[src/rtl/llr_pkg.sv]
// Shared types and widths for the link-layer retry receive state machine.
package llr_pkg;

   localparam int SEQ_W      = 8;
   localparam int RETRY_W    = 5;
   localparam int TMO_W      = 13;
   localparam int ACK_THRESH = 8;

   typedef enum logic [2:0] {
      IDLE     = 3'd0,
      REQ_PEND = 3'd1,
      WAIT_ACK = 3'd2,
      REINIT   = 3'd3
   } rrsm_state_e;

   // Retry count saturates rather than wrapping back to a small value.
   function automatic logic [RETRY_W-1:0] retry_inc(input logic [RETRY_W-1:0] v);
      return (&v) ? v : v + RETRY_W'(1);
   endfunction

endpackage

[src/rtl/llr_rx_rrsm_if.sv]
// Signal bundle between the retry state machine and the unpacker/packer/PHY.
interface llr_rx_rrsm_if;
   import llr_pkg::*;

   logic               i_flit_valid;
   logic               i_crc_ok;
   logic               i_flit_is_ctrl;
   logic               i_retry_ack_rcvd;
   logic               i_req_sent;
   logic               i_ack_sent;
   logic               i_reinit_done;
   logic [SEQ_W-1:0]   i_wrap_value;
   logic [TMO_W-1:0]   i_retry_timeout_max;
   logic [RETRY_W-1:0] i_retry_threshold;
   logic [SEQ_W-1:0]   o_eseq;
   logic               o_send_retry_req;
   logic [RETRY_W-1:0] o_num_retry;
   logic               o_discard;
   logic               o_send_ack;
   logic [SEQ_W-1:0]   o_num_ack;
   logic               o_reinit_req;
   logic [2:0]         o_rrsm;

   modport slave (
      input  i_flit_valid, i_crc_ok, i_flit_is_ctrl, i_retry_ack_rcvd, i_req_sent,
             i_ack_sent, i_reinit_done, i_wrap_value, i_retry_timeout_max, i_retry_threshold,
      output o_eseq, o_send_retry_req, o_num_retry, o_discard, o_send_ack, o_num_ack,
             o_reinit_req, o_rrsm
   );

   modport master (
      output i_flit_valid, i_crc_ok, i_flit_is_ctrl, i_retry_ack_rcvd, i_req_sent,
             i_ack_sent, i_reinit_done, i_wrap_value, i_retry_timeout_max, i_retry_threshold,
      input  o_eseq, o_send_retry_req, o_num_retry, o_discard, o_send_ack, o_num_ack,
             o_reinit_req, o_rrsm
   );

endinterface

[src/rtl/llr_timeout_cnt.sv]
// RETRY.Ack wait counter: cleared outside the wait, hit when the count reaches max.
module llr_timeout_cnt
   import llr_pkg::*;
(
   input  logic             i_clk,
   input  logic             i_rst,
   input  logic             i_clear,
   input  logic             i_enable,
   input  logic [TMO_W-1:0] i_max,
   output logic             o_hit
);

   logic [TMO_W-1:0] r_cnt;

   always_ff @(posedge i_clk or posedge i_rst) begin
      if (i_rst)
         r_cnt <= '0;
      else if (i_clear)
         r_cnt <= '0;
      else if (i_enable)
         r_cnt <= r_cnt + TMO_W'(1);
   end

   assign o_hit = i_enable && (r_cnt == i_max);

endmodule

[src/rtl/llr_rx_rrsm.sv]
// Receive-side retry state machine: sequence tracking, RETRY.Req/Ack handshake, re-init.
// Define LLR_RX_ACK_EN to build the ACK accounting counter; otherwise ACK outputs are 0.
module llr_rx_rrsm
   import llr_pkg::*;
(
   input  logic        i_clk,
   input  logic        i_rst,
   llr_rx_rrsm_if.slave bus
);

   rrsm_state_e        r_state, w_state_next;
   logic [SEQ_W-1:0]   r_eseq, w_eseq_next;
   logic [RETRY_W-1:0] r_num_retry, w_num_retry_next;
   logic [SEQ_W-1:0]   w_wrap_last;
   logic               w_good, w_discard;
   logic               w_tmo_clr, w_tmo_en, w_tmo_hit;

   // A wrap value of 0 underflows to 255, which gives the full 256-entry space.
   assign w_wrap_last = bus.i_wrap_value - SEQ_W'(1);
   assign w_good      = (r_state == IDLE) && bus.i_flit_valid && bus.i_crc_ok && !bus.i_flit_is_ctrl;
   assign w_tmo_clr   = (r_state != WAIT_ACK);
   assign w_tmo_en    = (r_state == WAIT_ACK);

   llr_timeout_cnt u_tmo (
      .i_clk    (i_clk),
      .i_rst    (i_rst),
      .i_clear  (w_tmo_clr),
      .i_enable (w_tmo_en),
      .i_max    (bus.i_retry_timeout_max),
      .o_hit    (w_tmo_hit)
   );

   always_ff @(posedge i_clk or posedge i_rst) begin
      if (i_rst) begin
         r_state     <= IDLE;
         r_eseq      <= '0;
         r_num_retry <= '0;
      end else begin
         r_state     <= w_state_next;
         r_eseq      <= w_eseq_next;
         r_num_retry <= w_num_retry_next;
      end
   end

   always_comb begin
      w_state_next     = r_state;
      w_eseq_next      = r_eseq;
      w_num_retry_next = r_num_retry;
      w_discard        = 1'b0;
      case (r_state)
         IDLE: begin
            if (bus.i_flit_valid && !bus.i_crc_ok) begin
               w_discard        = 1'b1;
               w_state_next     = REQ_PEND;
               w_num_retry_next = retry_inc(r_num_retry);
            end else if (w_good) begin
               w_eseq_next = (r_eseq == w_wrap_last) ? '0 : r_eseq + SEQ_W'(1);
            end
         end
         REQ_PEND: begin
            w_discard = bus.i_flit_valid;
            if (bus.i_req_sent)
               w_state_next = WAIT_ACK;
         end
         WAIT_ACK: begin
            w_discard = bus.i_flit_valid;
            // Ack takes priority over a timeout landing in the same cycle.
            if (bus.i_retry_ack_rcvd) begin
               w_state_next     = IDLE;
               w_num_retry_next = '0;
            end else if (w_tmo_hit) begin
               if (r_num_retry >= bus.i_retry_threshold) begin
                  w_state_next = REINIT;
               end else begin
                  w_state_next     = REQ_PEND;
                  w_num_retry_next = retry_inc(r_num_retry);
               end
            end
         end
         REINIT: begin
            w_discard = bus.i_flit_valid;
            if (bus.i_reinit_done) begin
               w_state_next     = IDLE;
               w_eseq_next      = '0;
               w_num_retry_next = '0;
            end
         end
         default: w_state_next = IDLE;
      endcase
   end

   assign bus.o_eseq           = r_eseq;
   assign bus.o_num_retry      = r_num_retry;
   assign bus.o_send_retry_req = (r_state == REQ_PEND);
   assign bus.o_reinit_req     = (r_state == REINIT);
   assign bus.o_rrsm           = r_state;
   assign bus.o_discard        = w_discard && !i_rst;

`ifdef LLR_RX_ACK_EN
   logic [SEQ_W-1:0] r_num_ack;
   logic [SEQ_W:0]   w_ack_sum;
   logic [SEQ_W-1:0] w_num_ack_next;

   // One extra bit so good-flit increment and ACK decrement net out before clamping.
   always_comb begin
      w_ack_sum = {1'b0, r_num_ack} + (SEQ_W+1)'(w_good);
      if (bus.i_ack_sent)
         w_ack_sum = (w_ack_sum >= (SEQ_W+1)'(ACK_THRESH)) ? w_ack_sum - (SEQ_W+1)'(ACK_THRESH) : '0;
      w_num_ack_next = r_num_ack;
      if (r_state == IDLE)
         w_num_ack_next = w_ack_sum[SEQ_W] ? '1 : w_ack_sum[SEQ_W-1:0];
      else if (r_state == REINIT && bus.i_reinit_done)
         w_num_ack_next = '0;
   end

   always_ff @(posedge i_clk or posedge i_rst) begin
      if (i_rst)
         r_num_ack <= '0;
      else
         r_num_ack <= w_num_ack_next;
   end

   assign bus.o_num_ack  = r_num_ack;
   assign bus.o_send_ack = (r_num_ack >= SEQ_W'(ACK_THRESH));
`else
   assign bus.o_num_ack  = '0;
   assign bus.o_send_ack = 1'b0;
`endif

endmodule

[src/flat_wrapper.sv]
// flat-port wrapper written by rule: the top's interface ports become plain ports
module llr_rx_rrsm_flat import llr_pkg::*;
  (i_clk, i_rst, bus_i_flit_valid, bus_i_crc_ok, bus_i_flit_is_ctrl, bus_i_retry_ack_rcvd, bus_i_req_sent, bus_i_ack_sent, bus_i_reinit_done, bus_i_wrap_value, bus_i_retry_timeout_max, bus_i_retry_threshold, bus_o_eseq, bus_o_send_retry_req, bus_o_num_retry, bus_o_discard, bus_o_send_ack, bus_o_num_ack, bus_o_reinit_req, bus_o_rrsm);
  llr_rx_rrsm_if bus_i ();
  input  logic i_clk;
  input  logic i_rst;
  input wire logic [$bits(bus_i.i_flit_valid)-1:0] bus_i_flit_valid;
  input wire logic [$bits(bus_i.i_crc_ok)-1:0] bus_i_crc_ok;
  input wire logic [$bits(bus_i.i_flit_is_ctrl)-1:0] bus_i_flit_is_ctrl;
  input wire logic [$bits(bus_i.i_retry_ack_rcvd)-1:0] bus_i_retry_ack_rcvd;
  input wire logic [$bits(bus_i.i_req_sent)-1:0] bus_i_req_sent;
  input wire logic [$bits(bus_i.i_ack_sent)-1:0] bus_i_ack_sent;
  input wire logic [$bits(bus_i.i_reinit_done)-1:0] bus_i_reinit_done;
  input wire logic [$bits(bus_i.i_wrap_value)-1:0] bus_i_wrap_value;
  input wire logic [$bits(bus_i.i_retry_timeout_max)-1:0] bus_i_retry_timeout_max;
  input wire logic [$bits(bus_i.i_retry_threshold)-1:0] bus_i_retry_threshold;
  output wire logic [$bits(bus_i.o_eseq)-1:0] bus_o_eseq;
  output wire logic [$bits(bus_i.o_send_retry_req)-1:0] bus_o_send_retry_req;
  output wire logic [$bits(bus_i.o_num_retry)-1:0] bus_o_num_retry;
  output wire logic [$bits(bus_i.o_discard)-1:0] bus_o_discard;
  output wire logic [$bits(bus_i.o_send_ack)-1:0] bus_o_send_ack;
  output wire logic [$bits(bus_i.o_num_ack)-1:0] bus_o_num_ack;
  output wire logic [$bits(bus_i.o_reinit_req)-1:0] bus_o_reinit_req;
  output wire logic [$bits(bus_i.o_rrsm)-1:0] bus_o_rrsm;
  assign bus_i.i_flit_valid = bus_i_flit_valid;
  assign bus_i.i_crc_ok = bus_i_crc_ok;
  assign bus_i.i_flit_is_ctrl = bus_i_flit_is_ctrl;
  assign bus_i.i_retry_ack_rcvd = bus_i_retry_ack_rcvd;
  assign bus_i.i_req_sent = bus_i_req_sent;
  assign bus_i.i_ack_sent = bus_i_ack_sent;
  assign bus_i.i_reinit_done = bus_i_reinit_done;
  assign bus_i.i_wrap_value = bus_i_wrap_value;
  assign bus_i.i_retry_timeout_max = bus_i_retry_timeout_max;
  assign bus_i.i_retry_threshold = bus_i_retry_threshold;
  assign bus_o_eseq = bus_i.o_eseq;
  assign bus_o_send_retry_req = bus_i.o_send_retry_req;
  assign bus_o_num_retry = bus_i.o_num_retry;
  assign bus_o_discard = bus_i.o_discard;
  assign bus_o_send_ack = bus_i.o_send_ack;
  assign bus_o_num_ack = bus_i.o_num_ack;
  assign bus_o_reinit_req = bus_i.o_reinit_req;
  assign bus_o_rrsm = bus_i.o_rrsm;
  llr_rx_rrsm u_core (.i_clk(i_clk), .i_rst(i_rst), .bus(bus_i));
endmodule
[config.mk]
export PLATFORM = sky130hd
export DESIGN_NAME = llr_rx_rrsm_flat
export DESIGN_NICKNAME = d
export VERILOG_FILES = /design/src/rtl/llr_pkg.sv /design/src/rtl/llr_rx_rrsm_if.sv /design/src/rtl/llr_timeout_cnt.sv /design/src/rtl/llr_rx_rrsm.sv /design/src/flat_wrapper.sv
export SDC_FILE = /design/constraint.sdc
export NUM_CORES = 1
export LEC_CHECK = 0
export ABC_AREA = 1
export CORE_ASPECT_RATIO = 0.6
export CORE_MARGIN = 2
export CORE_UTILIZATION = 49
export DETAILED_ROUTE_END_ITERATION = 7
export GPL_TIMING_DRIVEN = 0
export HOLD_SLACK_MARGIN = 0.02
export PLACE_DENSITY = 0.81
export SYNTH_ARGS = -nofsm -noshare
export SYNTH_HDL_FRONTEND = slang
export SYNTH_SLANG_ARGS = --single-unit
[constraint.sdc]
create_clock -name i_clk -period 2.1 [get_ports i_clk]
set_input_delay 0.315 -clock i_clk [delete_from_list [all_inputs] [get_ports i_clk]]
set_output_delay 0.315 -clock i_clk [all_outputs]
set_load 0.05 [all_outputs]
---- Word level (Yosys, flattened, before mapping) ----
Cells that the tools add are included.
storage, ports and cells
  register bits ........................... 29
cells by class
  multiplexer cells ....................... 23
  reduce and logical (&&, ||, !) cells .... 18
  order comparisons ....................... 1
  equality and inequality tests ........... 13
  $add $sub $neg .......................... 4
operators with widths
  cell                     number
  $mux W8                  4
  $mux W5                  6
  $mux W13                 2
  $pmux W8 S2              1
  $mux W3                  5
  $pmux W5 S3              1
  $add A13 B1 Y13 const B  1
  $eq A13 B13 Y1           1
  $pmux W3 S4              1
  $reduce_and A5 Y1        2
  $add A8 B1 Y8 const B    1
  $eq A8 B8 Y1             1
  $ne A2 B2 Y1 const B     4
  $reduce_and A4 Y1        2
  $sub A8 B1 Y8 const B    1
  $eq A3 B2 Y1 const B     2
  $logic_and A1 B1 Y1      6
  $ne A3 B2 Y1 const B     2
  $add A5 B1 Y5 const B    1
  $ge A5 B5 Y1             1
  $reduce_bool A2 Y1       2
  $eq A3 B1 Y1 const B     1
  $logic_not A1 Y1         3
  $logic_not A3 Y1         1
  other kinds (7)          7

---- Logic depth before layout (Yosys ltp) ----
  depth after elaboration ................. 7
  depth in mapped cells ................... 12
  gate-level depth less buffers ........... 12

---- By module ----
Synthesis repeated with hierarchy kept, for this count alone.
unflattened totals
  cell total of the unflattened synthesis .. 394
  area total of the unflattened synthesis .. 2526.2 um^2
by module, submodules not included
  module           seq. area each (um^2)  times used  cells an instance  area each (um^2)
  llr_rx_rrsm      375.4                  1           250                1572.8
  llr_timeout_cnt  325.3                  1           144                953.4

---- Worst setup path after synthesis ----
No wires, ideal clock.
  kind .................................... flip-flop to output port
  from .................................... register u_core.r_state[0], in the netlist u_core.bus.o_rrsm[0]
  to ...................................... output bus_o_discard
  arrival time ............................ 1.980 ns
  data required time ...................... 1.785 ns
  buffers on the path ..................... 0
  cell stages (with the launch flop) ...... 5
  path slack .............................. -0.195 ns
  path through ............................ dfrtp_1 nor2_1 inv_1 nor2_2 nor3_1
on the way
  cells in the longest elaborated chain, start to end .. 4
  elaborated cells between the ends (all ways) .. 7
ends and longest elaborated chain
  what                                          line                RTL
  start, declared                               llr_rx_rrsm.sv:11   rrsm_state_e r_state, w_state_next;
  start signal, assigned                        llr_rx_rrsm.sv:39   r_state <= w_state_next;
  $eq A3 B1 Y1 or $eq A3 B2 Y1 (tied branches)  llr_rx_rrsm.sv:50   case (r_state)
  $reduce_or A3 Y1 (no line)                    n/a
  $pmux W1 S2 (*)                               llr_rx_rrsm.sv:50
  $logic_and A1 B1 Y1 (*)                       llr_rx_rrsm.sv:97   assign bus.o_discard = w_discard && !i_rst;
  end, declared                                 flat_wrapper.sv:20  output wire logic [$bits(bus_i.o_discard)-1:0] bus_o_discard;
Every way passes the cells marked *; elsewhere a longest branch is shown, timed or not.

---- Final worst setup path ----
  from .................................... input bus_i_retry_threshold[2]
  to ...................................... register u_core.r_state[1], in the netlist u_core.bus.o_rrsm[1]
on the way
  cells in the longest elaborated chain, start to end .. 5
ends and longest elaborated chain
  what             line                RTL
  start, declared  flat_wrapper.sv:16  input wire logic [$bits(bus_i.i_retry_threshold)-1:0] bus_i_retry_threshold;
  $ge A5 B5 Y1     llr_rx_rrsm.sv:72   if (r_num_retry >= bus.i_retry_threshold) begin
  $mux W2          llr_rx_rrsm.sv:72
  $mux W3          llr_rx_rrsm.sv:71   end else if (w_tmo_hit) begin
  $mux W3          llr_rx_rrsm.sv:68   if (bus.i_retry_ack_rcvd) begin
  $pmux W3 S4      llr_rx_rrsm.sv:50
Every way passes these cells. The select of a mux whose other input is x is not followed.
A chain may end at the register's enable or synchronous reset.

==> results.cfg <==
[sta]
fin_crit_sh_pct = 93.8
fmax_mhz = 508
timing.final.ws_setup_ps = 131
maxSlewHeadroom_pct = 29.5
drv_slew = 0
setup_viol = 0
hold_viol = 0
fin_skew_ps = 7.64
tightest_slew_ps = 1060
hold_slack_ps = 543
period_needed_ps = 1970

[critical_path]
cp.required_ps = 2270
crit_type = input port to flip-flop
cpMaxStageDelayCell = clkdlybuf4s50_1
cp.depth = 13
critPathTopFamily = simple AND/OR/NAND/NOR gates
cp-end-kind = flip-flop
max_stage_delay_ps = 460
path_cells = clkdlybuf4s50_1 -> inv_1 -> ha_1 -> nand2_1 -> inv_1 -> o21ai_0 -> nand3_1 -> nand2_1 -> nand2_1 -> nor2_4 -> nand3_2 -> nand3_1 -> inv_1
critPathBufInv = 4
reg2reg_depth = 11
start_kind = input port
arrival_ps = 2140
cp_max_fo = 6

[die]
die_w_um = 91.8
core_region_area_um2 = 4520
start_util_pct = 50.2
ios = 63
die_y_um = 56.7
die_area_um2 = 5200
rows = 19

[synthesis]
synth-seq-cells = 28
async_flop_share_pct = 100
synthTopCellsByArea = dfrtp_1 (31%), nand2_1 (17%), inv_1 (9.9%)
synth_cells = 349
synth_edf_count = 0
yosysSeqAreaShare_pct = 30.9
syn_avg_cell_area_um2 = 6.50
ys_types = 27
yosysWarnings = 0
synth_top_cell_area_share_pct = 30.9
synth_ff_type = dfrtp_1
syn_area_um2 = 2270
yosysTopAreaCell = dfrtp_1

[cells_and_area]
layout.cells.most_common = nand2_1
fillCellCount = 386
fin_nets = 458
syn_to_final_growth_pct = 30.0
num_antenna_cells = 0
finalInstanceArea_um2 = 2950
stdcell_count = 475
layout_common_cells = nand2_1 (100), inv_1 (60), clkdlybuf4s50_1 (48)
drive_above_1_share_pct = 8.01

[clocking]
worstSkewPairLatency_ps = 270
clock-sinks = 28
cts_buffer_depth = 2
cts_tree = done
cts_root_buffer = clkbuf_8
cts_setup_buffers = 0
clkTransAtPathRegs_ps = 90
htreeDepth = 1
cts_buffers = 3

[placed_design]
io_buffers = 51
place.gp.congestion = 0.838
dp_slack_ps = -211
dp_hpwl_mm = 4.51
placed_cell_area_um2 = 2900
dp_cells = 472

[run_status]
status = finished clean

[routing]
drt_first_pass_iters = 5
drt_iter0_markers = 170
drtAntennaViolNets = 0
routedWlPerCell_um = 11.8
drc = 0
vias = 2287
drt-total-wl_mm = 5.58
avgViaCountPerCell = 4.81

[global_routing]
overflow = 0
first_global_vias = 2078
grt_max_degree = 29
grt_usage_pct = 22.7
grt_pass1_wl_mm = 9.60
antenna_found_initial = 0

[pwr]
power.density_nw_per_um2 = 880
peakVddDrop_mv = 0.780
p_leak_nw = 1.57

[min_path]
hold_path.class = flip-flop to flip-flop
min_path_cells = 1

[run]
maxCapViolCount = 0
-- flip-flops by register name (all words and copies together), names as in the netlist --
name,flops
u_core.u_tmo.r_cnt,13
u_core.bus.o_rrsm,2
u_core.bus.o_num_retry,5
u_core.bus.o_eseq,8
-- cell usage after synthesis (4+ instances only) --
| cell | number |
|---|---|
| nor2_1 | 35 |
| nor2_2 | 5 |
| inv_1 | 60 |
| o21ai_0 | 13 |
| nand4_1 | 11 |
| ha_1 | 9 |
| xor2_1 | 8 |
| nor3_1 | 4 |
| nand2_1 | 101 |
| nand3_1 | 25 |
| dfrtp_1 | 28 |
| a21oi_1 | 15 |
| xnor2_1 | 8 |
| buf_4 | 11 |
-- worst register-to-register path: stages (launching register included) --
cell     delay (ps)
dfrtp_1         450
ha_1            340
nand2_1          70
inv_1            30
o21ai_0         140
nand3_1         140
nand2_1          90
nand2_1          80
nor2_4          160
nand3_2         170
nand3_1         120
inv_1            50
-- cell type report --
cell class              count  area (µm²)  share of cell area [%]
plain buffers              12        87.6                    2.97
clock buffers               3        41.3                    1.40
inverters                  62         233                    7.90
multi-input cells         256        1290                    43.9
flip-flops and latches     28         701                    23.8
well taps                  63        78.8                    2.68
repair buffers             51         510                    17.3
-- layer usage --
| layer | GRT usage [%] | up-vias | part of all wire, % |
|---|---|---|---|
| met5 | 0 | - | 0 |
| met4 | 3.84 | 0 | 0.34 |
| met3 | 4.03 | 4 | 6.6 |
| met2 | 33.3 | 76 | 41 |
| met1 | 35.2 | 1015 | 52 |
| li1 | - | 1192 | - |
-- report_power, final --
group / switching (mW) / total (mW) / internal (mW)
sequential: 0.158 / 0.793 / 0.635
combinational: 1.00 / 1.51 / 0.511
clock: 0.157 / 0.285 / 0.129
total: 1.32 / 2.59 / 1.27
-- final timing paths --
path / from / to / slack, ps
min in group asynchronous: i_rst / u_core.u_tmo.r_cnt[0]$_DFF_PP0_ / 680
max in group asynchronous: i_rst / u_core.u_tmo.r_cnt[10]$_DFF_PP0_ / 780
min: u_core.u_tmo.r_cnt[0]$_DFF_PP0_ / u_core.u_tmo.r_cnt[0]$_DFF_PP0_ / 540
max reg2reg: u_core.bus.o_num_retry[2]$_DFFE_PP0P_ / u_core.bus.o_rrsm[1]$_DFFE_PP0P_ / 170
max: bus_i_retry_threshold[2] / u_core.bus.o_rrsm[1]$_DFFE_PP0P_ / 130
min reg2reg: u_core.u_tmo.r_cnt[0]$_DFF_PP0_ / u_core.u_tmo.r_cnt[0]$_DFF_PP0_ / 540
-- kinds of logic (layout without fill, tap and decap cells) --
family | after synthesis | count (layout) | share of synthesized area (%)
adder cells (fa/ha/maj) | 9 | 9 | 4.97
buffers and inverters | 74 | 128 | 14.1
flip-flops | 28 | 28 | 30.9
other | 1 | 10 | 0.165
AO/OA/AOI/OAI | 32 | 32 | 7.56
XOR/XNOR | 16 | 16 | 6.18
AND/OR/NAND/NOR | 189 | 189 | 36.1
-- stage by stage --
step	TNS (ps)	total power, mW	util [%]
after floorplan	0	1.83	-
after detailed placement	-2330	2.30	64.2
after CTS	0	2.59	65.0
after global placement	-1630	2.26	64.2
after global routing	-9.92	2.80	65.2
final	0	2.59	65.2
-- what timing repair did --
action	in CTS	in global routing
endpoints found under the hold margin	0	0
hold buffers	0	0
setup endpoints to repair	2	11
gates resized for setup	2	3
(Power assumes the default switching activity.)
